===== config.mk =====
export PLATFORM = sky130hd
export DESIGN_NAME = fetch_pc_ctrl
export DESIGN_NICKNAME = d
export VERILOG_FILES = /design/src/rtl/fetch_pc_ctrl.sv
export SDC_FILE = /design/constraint.sdc
export NUM_CORES = 1
export LEC_CHECK = 0
export ABC_CLOCK_PERIOD_IN_PS = 5100
export BUFFER_PORTS_ARGS = -buffer_cell sky130_fd_sc_hd__buf_2
export CORE_ASPECT_RATIO = 1.25
export CORE_UTILIZATION = 35
export CTS_CLUSTER_SIZE = 14
export DETAILED_ROUTE_END_ITERATION = 8
export MAX_ROUTING_LAYER = met4
export SYNTH_ARGS = -nofsm -noshare
export SYNTH_HDL_FRONTEND = slang
export SYNTH_SLANG_ARGS = --single-unit

===== constraint.sdc =====
create_clock -name clk -period 5.1 [get_ports clk]
set_clock_uncertainty 0.2 [all_clocks]
set_input_delay 0.51 -clock clk [delete_from_list [all_inputs] [get_ports clk]]
set_output_delay 0.51 -clock clk [all_outputs]
set_load 0.1 [all_outputs]

===== src/rtl/fetch_pc_ctrl.sv =====
// fetch_pc_ctrl: IF-stage PC generator and fetch-redirect controller (RV32I, no RVC).
// Drives instruction-memory requests, applies decode-stage redirects, inserts a
// bubble for every wrong-path word and traps on misaligned branch targets.
module fetch_pc_ctrl #(
  parameter int                    DATA_WIDTH = 32,
  parameter logic [DATA_WIDTH-1:0] RESET_PC   = '0
) (
  input  logic                  clk,
  input  logic                  clk_en,
  input  logic                  rst,
  input  logic                  branch_taken,
  input  logic [DATA_WIDTH-1:0] jump_address,
  input  logic                  id_stall,
  input  logic                  imem_ready,
  output logic                  imem_req,
  output logic [DATA_WIDTH-1:0] imem_addr,
  output logic [DATA_WIDTH-1:0] pc_if,
  output logic [DATA_WIDTH-1:0] pc_id,
  output logic                  flush_id,
  output logic                  misaligned,
  output logic [DATA_WIDTH-1:0] mis_addr
);

  localparam logic [DATA_WIDTH-1:0] PC_STEP = DATA_WIDTH'(4);

  typedef enum logic [1:0] {
    S_BOOT,
    S_FETCH,
    S_REDIR_PEND,
    S_TRAP
  } state_t;

  state_t                r_state;
  logic [DATA_WIDTH-1:0] r_pc_if;
  logic [DATA_WIDTH-1:0] r_pc_id;
  logic [DATA_WIDTH-1:0] r_pend_addr;
  logic [DATA_WIDTH-1:0] r_mis_addr;
  logic                  r_flush_id;
  logic                  r_misaligned;

  state_t                w_state_nxt;
  logic [DATA_WIDTH-1:0] w_pc_if_nxt;
  logic [DATA_WIDTH-1:0] w_pc_id_nxt;
  logic [DATA_WIDTH-1:0] w_pend_addr_nxt;
  logic [DATA_WIDTH-1:0] w_mis_addr_nxt;
  logic                  w_flush_id_nxt;
  logic                  w_misaligned_nxt;
  logic                  w_br_valid;
  logic                  w_aligned;

  // A branch is only trusted when decode holds a real, non-stalled instruction.
  assign w_br_valid = branch_taken & ~id_stall & ~r_flush_id;
  assign w_aligned  = (jump_address[1:0] == 2'b00);

  // State register and all datapath registers; clk_en freezes everything.
  always_ff @(posedge clk or posedge rst) begin
    if (rst) begin
      r_state      <= S_BOOT;
      r_pc_if      <= RESET_PC;
      r_pc_id      <= RESET_PC;
      r_pend_addr  <= '0;
      r_mis_addr   <= '0;
      r_flush_id   <= 1'b1;
      r_misaligned <= 1'b0;
    end else if (clk_en) begin
      r_state      <= w_state_nxt;
      r_pc_if      <= w_pc_if_nxt;
      r_pc_id      <= w_pc_id_nxt;
      r_pend_addr  <= w_pend_addr_nxt;
      r_mis_addr   <= w_mis_addr_nxt;
      r_flush_id   <= w_flush_id_nxt;
      r_misaligned <= w_misaligned_nxt;
    end
  end

  // Next-state and next-register values; everything holds unless a case says otherwise.
  always_comb begin
    w_state_nxt      = r_state;
    w_pc_if_nxt      = r_pc_if;
    w_pc_id_nxt      = r_pc_id;
    w_pend_addr_nxt  = r_pend_addr;
    w_mis_addr_nxt   = r_mis_addr;
    w_flush_id_nxt   = r_flush_id;
    w_misaligned_nxt = 1'b0;
    unique case (r_state)
      S_BOOT: begin
        w_state_nxt = S_FETCH;
      end
      S_FETCH: begin
        if (w_br_valid) begin
          // The word fetched alongside the branch is wrong-path: always bubble.
          w_flush_id_nxt = 1'b1;
          if (!w_aligned) begin
            w_misaligned_nxt = 1'b1;
            w_mis_addr_nxt   = jump_address;
            w_state_nxt      = S_TRAP;
          end else if (imem_ready) begin
            w_pc_if_nxt = jump_address;
          end else begin
            // Memory is mid-request: keep the address stable and redirect later.
            w_pend_addr_nxt = jump_address;
            w_state_nxt     = S_REDIR_PEND;
          end
        end else if (!id_stall) begin
          if (imem_ready) begin
            w_pc_id_nxt    = r_pc_if;
            w_pc_if_nxt    = r_pc_if + PC_STEP;
            w_flush_id_nxt = 1'b0;
          end else begin
            w_flush_id_nxt = 1'b1;
          end
        end
      end
      S_REDIR_PEND: begin
        // Stall does not block the redirect; the returned word is discarded.
        w_flush_id_nxt = 1'b1;
        if (imem_ready) begin
          w_pc_if_nxt = r_pend_addr;
          w_state_nxt = S_FETCH;
        end
      end
      S_TRAP: begin
        w_flush_id_nxt = 1'b1;
      end
      default: begin
        w_state_nxt = S_BOOT;
      end
    endcase
  end

  assign imem_req   = (r_state == S_FETCH) || (r_state == S_REDIR_PEND);
  assign imem_addr  = r_pc_if;
  assign pc_if      = r_pc_if;
  assign pc_id      = r_pc_id;
  assign flush_id   = r_flush_id;
  assign misaligned = r_misaligned;
  assign mis_addr   = r_mis_addr;

endmodule


==> results_dict.tcl, run 1 <==
set metrics [dict create \
    fmax_mhz 283 \
    drive_gt1_share_pct 43.1 \
    htreeDepth 4 \
    dpl.hpwl_um 11300 \
    layout_commonest_cell "buf_2" \
    clkLatencyLatePin_ns 0.42 \
    seq_area_sq_um 3300 \
    setup_violations 0 \
    chipWidth_um 125 \
    drtAntennaViolNets 0 \
    initialDrtViolationCount 238 \
    netlist_instances 589 \
    reg2reg_slack_ns 1.57 \
    drv_slew 0 \
    end_kind "register" \
    dieHeight_um 155 \
    grt_max_degree 92 \
    gp_congestion 0.753 \
    grt-ovfl-total 0 \
    holdCritPathClass "in2async" \
    rsz0062_at_grt "no" \
    area_growth_pct 20.5 \
    fill_cells 1758 \
    path_max_fanout 51 \
    clockRootBuffer "clkbuf_16" \
    cts_setup_buffers 0 \
    grt_pass1_vias 4973 \
    die_area_sq_um 19400 \
    ys_seq_elements 132 \
    cts_hold_buf 0 \
    cts_tree "done" \
    yosysUniqueCellTypes 66 \
    io_buffers 168 \
    syn_avg_cell_area_sq_um 11.2 \
    path_class "reg2reg" \
    failed_checks "DRC" \
    outcome "finished, violations left" \
    cts-buffers-inserted 17 \
    reg2reg_depth 8 \
    ys_warn_count 0 \
    remaining_drc_errors 14 \
    critical_path_required_ns 5.21 \
    cp_data_arrival_time_ns 3.64 \
    grt_pass1_wl_um 27400 \
    grt_usage_pct 18.8 \
    boundaryPins 169 \
    seq_area_frac_synth_pct 50.1 \
    routed_wirelength_um 16800 \
    multi_input_area_sq_um 2870 \
    maxCapViolations 0 \
    min_period_ns 3.53 \
    antenna_found_initial 0 \
    startpoint_type "register" \
    antenna_cells 0 \
    num_vias 5036 \
    clockBufferDepth 2 \
    synth-edff-count 0 \
    syn-num-nets 631 \
    cts.sinks 132 \
    final_cell_mix "buf_2, dfrtp_1, mux2_2" \
    path_clk_slew_ns 0.06 \
    row_count 55 \
    wl_per_cell_um 17.7 \
    utilization_pct 43.4 \
    cts-resized-gates 0 \
    hold_viol_final 0 \
    finalSetupTns_ns 0 \
    via_per_inst 5.28 \
    dr.pass1.iters 7 \
    fp.coreArea_sq_um 18300 \
    ys.flop_type "dfrtp_1" \
    initial_utilization_pct 36.0 \
    async_reset_ff_share_pct 100 \
    tightestPinTransition_ns 1.13 \
    slew-limit-headroom_pct 24.2 \
    final_nets 757 \
    period_share_pct 69.2 \
    mappedNetlistArea_sq_um 6590 \
]
-- cell usage after synthesis, types with 3 or more instances --
library cell  count  area share, %
dfrtp_1         131             50
mux2_2           93             16
nand2_1          43            2.4
buf_4            33            3.8
o21ai_0          30            2.3
a21oi_1          25            1.9
nor2_1           25            1.4
buf_2            19            1.4
nand3_1          17            1.3
inv_1            14           0.80
clkbuf_1         11           0.63
nand4_1          10           0.95
and2_1            8           0.76
nand2b_1          8           0.76
and3_1            7           0.66
mux2i_1           7            1.1
xor2_1            7           0.93
a211oi_1          6           0.68
o31ai_1           6           0.68
nor3_1            5           0.38
o211ai_1          5           0.57
or3_1             5           0.47
ha_1              4           0.76
a221oi_1          3           0.40
a31o_2            3           0.40
a31oi_1           3           0.28
a32o_1            3           0.46
and4_1            3           0.40
o221ai_1          3           0.40
o22a_1            3           0.40
o22ai_1           3           0.28
-- critical path, cell delays in order (launching register included) --
cell	delay [ns]
dfrtp_1	0.41
inv_1	0.07
ha_2	0.16
buf_4	0.45
clkinv_1	0.57
nor2_1	0.38
a31o_2	0.65
o21ai_0	0.18
a221o_1	0.32
-- routing by layer --
layer  GRT usage [%]  part of all wire (%)
met1            22.6                    43
met2            30.8                    50
met3            3.89                   4.5
met4            7.64                   1.9
met5               -                     0
-- final cells by class --
| type | instances | area share [%] |
|---|---|---|
| multi-input combinational | 377 | 36.2 |
| clock buffer | 20 | 5.50 |
| clock inverter | 10 | 1.40 |
| timing repair buffer | 172 | 11.0 |
| sequential | 132 | 41.6 |
| tap | 228 | 3.59 |
| inverter | 15 | 0.772 |
-- sequential cells by signal, summed over array words and instances (netlist names) --
register and count:
pc_id 32, flush_id 1, mis_addr 32, r_state 2
imem_addr 32, r_pend_addr 32, misaligned 1
-- per-stage QoR --
step	cells	setup WS (ns)	area (sq um)	hold slack [ns]
CTS	954	1.56	7940	0.0923
floorplan	589	0.866	6590	0.242
global placement	924	1.70	7390	0.259
detailed placement	924	1.58	7390	0.270
global route	954	1.27	7940	0.104
finish	954	1.57	7940	0.0562
-- worst paths after layout --
| check | from | endpoint |
|---|---|---|
| setup / recovery | r_state[0]$_DFFE_PP0P_ | imem_addr[19]$_DFFE_PP0P_ |
| hold / removal | rst | pc_id[12]$_DFFE_PP0P_ |
| setup reg to reg | r_state[0]$_DFFE_PP0P_ | imem_addr[19]$_DFFE_PP0P_ |
| hold reg to reg | r_pend_addr[26]$_DFFE_PP0P_ | r_pend_addr[26]$_DFFE_PP0P_ |
| max in group asynchronous | rst | pc_id[7]$_DFFE_PP0P_ |
| min in group clk | jump_address[24] | mis_addr[24]$_DFFE_PP0P_ |
-- kinds of logic (layout without fill, tap and decap cells) --
family	Yosys count	count (layout)	share of synthesized area, %
multiplexers	101	101	17.1
AND/OR/NAND/NOR	152	152	12.7
flip-flops	132	132	50.1
buffers and inverters	80	217	6.91
XOR/XNOR	9	9	1.20
AO/OA/AOI/OAI	111	111	11.2
adder cells (fa/ha/maj)	4	4	0.759
Power of run 1 is not shown: default switching activity piles up to over one toggle a cycle in this logic, so the estimate is an artifact.
==> run 2, diff against run 1 <==
Settings changed: ABC_CLOCK_PERIOD_IN_PS 5100 to 3600.
Clock period 5.1 ns to 3.6 ns, I/O delays scaled along.
==> results_dict.tcl, run 2 (synthesis results as in run 1) <==
set metrics [dict create \
    boundaryPins 169 \
    antenna_cells 0 \
    end_kind "register" \
    clockRootBuffer "clkbuf_16" \
    num_vias 5003 \
    path_class "reg2reg" \
    antenna_found_initial 0 \
    slowest_stage "a31o_2" \
    remaining_drc_errors 18 \
    htreeDepth 4 \
    crit_chain "inv_1 -> ha_1 -> nand4b_1 -> a21oi_2 -> a31o_2 -> buf_4 -> mux2i_1 -> o211ai_1" \
    clkLatencyLatePin_ns 0.42 \
    reg2reg_from "r_state[1]$_DFFE_PP0P_" \
    period_share_pct 77.0 \
    failed_checks "DRC, hold timing" \
    wl_per_cell_um 17.4 \
    setup_violations 0 \
    cts_tree "done" \
    cp_data_arrival_time_ns 2.86 \
    chipWidth_um 125 \
    maxCapViolations 0 \
    dieHeight_um 155 \
    holdCritPathClass "in2async" \
    initial_utilization_pct 36.0 \
    gp_congestion 0.795 \
    cts-resized-gates 0 \
    critical_path_required_ns 3.69 \
    slew-limit-headroom_pct 32.8 \
    via_per_inst 5.16 \
    drtAntennaViolNets 0 \
    fmax_mhz 361 \
    finalSetupTns_ns 0 \
    clockBufferDepth 2 \
    grt_pass1_wl_um 27400 \
    final_cell_mix "buf_2, dfrtp_1, mux2_2" \
    hold_viol_final 41 \
    drive_gt1_share_pct 43.9 \
    area_growth_pct 23.3 \
    fill_cells 1778 \
    grt-ovfl-total 0 \
    layout_commonest_cell "buf_2" \
    seq_area_sq_um 3300 \
    min_period_ns 2.77 \
    outcome "finished, violations left" \
    routed_wirelength_um 16900 \
    initialDrtViolationCount 301 \
    fp.coreArea_sq_um 18300 \
    io_buffers 168 \
    rsz0062_at_grt "no" \
    tightestPinTransition_ns 1.01 \
    grt_max_degree 51 \
    cts-buffers-inserted 17 \
    dpl.hpwl_um 11600 \
    grt_usage_pct 18.8 \
    die_area_sq_um 19400 \
    row_count 55 \
    path_clk_slew_ns 0.06 \
    cts.sinks 132 \
    startpoint "r_state[1]$_DFFE_PP0P_" \
    whs_ns -0.0366 \
    multi_input_area_sq_um 2870 \
    path_max_fanout 16 \
    final_nets 770 \
    grt_pass1_vias 4897 \
    dr.pass1.iters 7 \
    startpoint_type "register" \
    critPathMaxStageDelay_ns 0.46 \
    drv_slew 0 \
]
run 2: worst paths after layout:
path | to | slack, ns | cells past startpoint
max | imem_addr[18]$_DFFE_PP0P_ | 0.83 | 8
min | mis_addr[17]$_DFFE_PP0P_ | -0.04 | 2
max reg2reg | imem_addr[18]$_DFFE_PP0P_ | 0.83 | 8
min reg2reg | r_pend_addr[26]$_DFFE_PP0P_ | 0.27 | 2
max in group asynchronous | flush_id$_DFFE_PP1P_ | 2.43 | 3
min in group clk | r_pend_addr[16]$_DFFE_PP0P_ | 0.01 | 2
run 2: layout make-up:
type | instances | area share (%)
timing repair buffer | 185 | 12.5
multi-input combinational | 377 | 35.3
sequential | 132 | 40.6
tap | 228 | 3.51
inverter | 15 | 0.739
clock buffer | 20 | 5.62
clock inverter | 12 | 1.62
run 2: layer usage:
| layer | wire length, um | GRT usage, % |
|---|---|---|
| met2 | 8620 | 31.3 |
| met3 | 638 | 3.27 |
| met4 | 235 | 6.70 |
| met1 | 7410 | 22.9 |
| met5 | 0 | - |
run 2: critical path: cells and delay by family (launching register included):
kind / cells / cell delay (ns)
compound gates: 3 / 0.91
flops: 1 / 0.41
fa+ha+maj: 1 / 0.35
buf+inv: 2 / 0.34
simple gates: 1 / 0.24
mux: 1 / 0.20
run 2: metrics by stage:
step                hold WS, ns  setup slack [ns]  utilization [%]  std cells  area, sq um
finish                  -0.0366             0.827             44.4        969         8130
global route            0.00636             0.666             44.4        969         8130
CTS                    0.000481             0.835             44.4        969         8130
detailed placement        0.264             0.838             40.9        932         7490
global placement          0.258             0.906             40.9        932         7490
floorplan                 0.242             0.732                -        589         6600
run 2: repair_timing:
| action | 4_1_cts | 5_1_grt |
|---|---|---|
| endpoints found under the hold margin | 6 | 0 |
| hold buffers | 5 | 0 |
| setup endpoints to repair | 0 | 0 |
| setup buffers | 0 | 0 |
Power of run 2 is left out for the same reason.
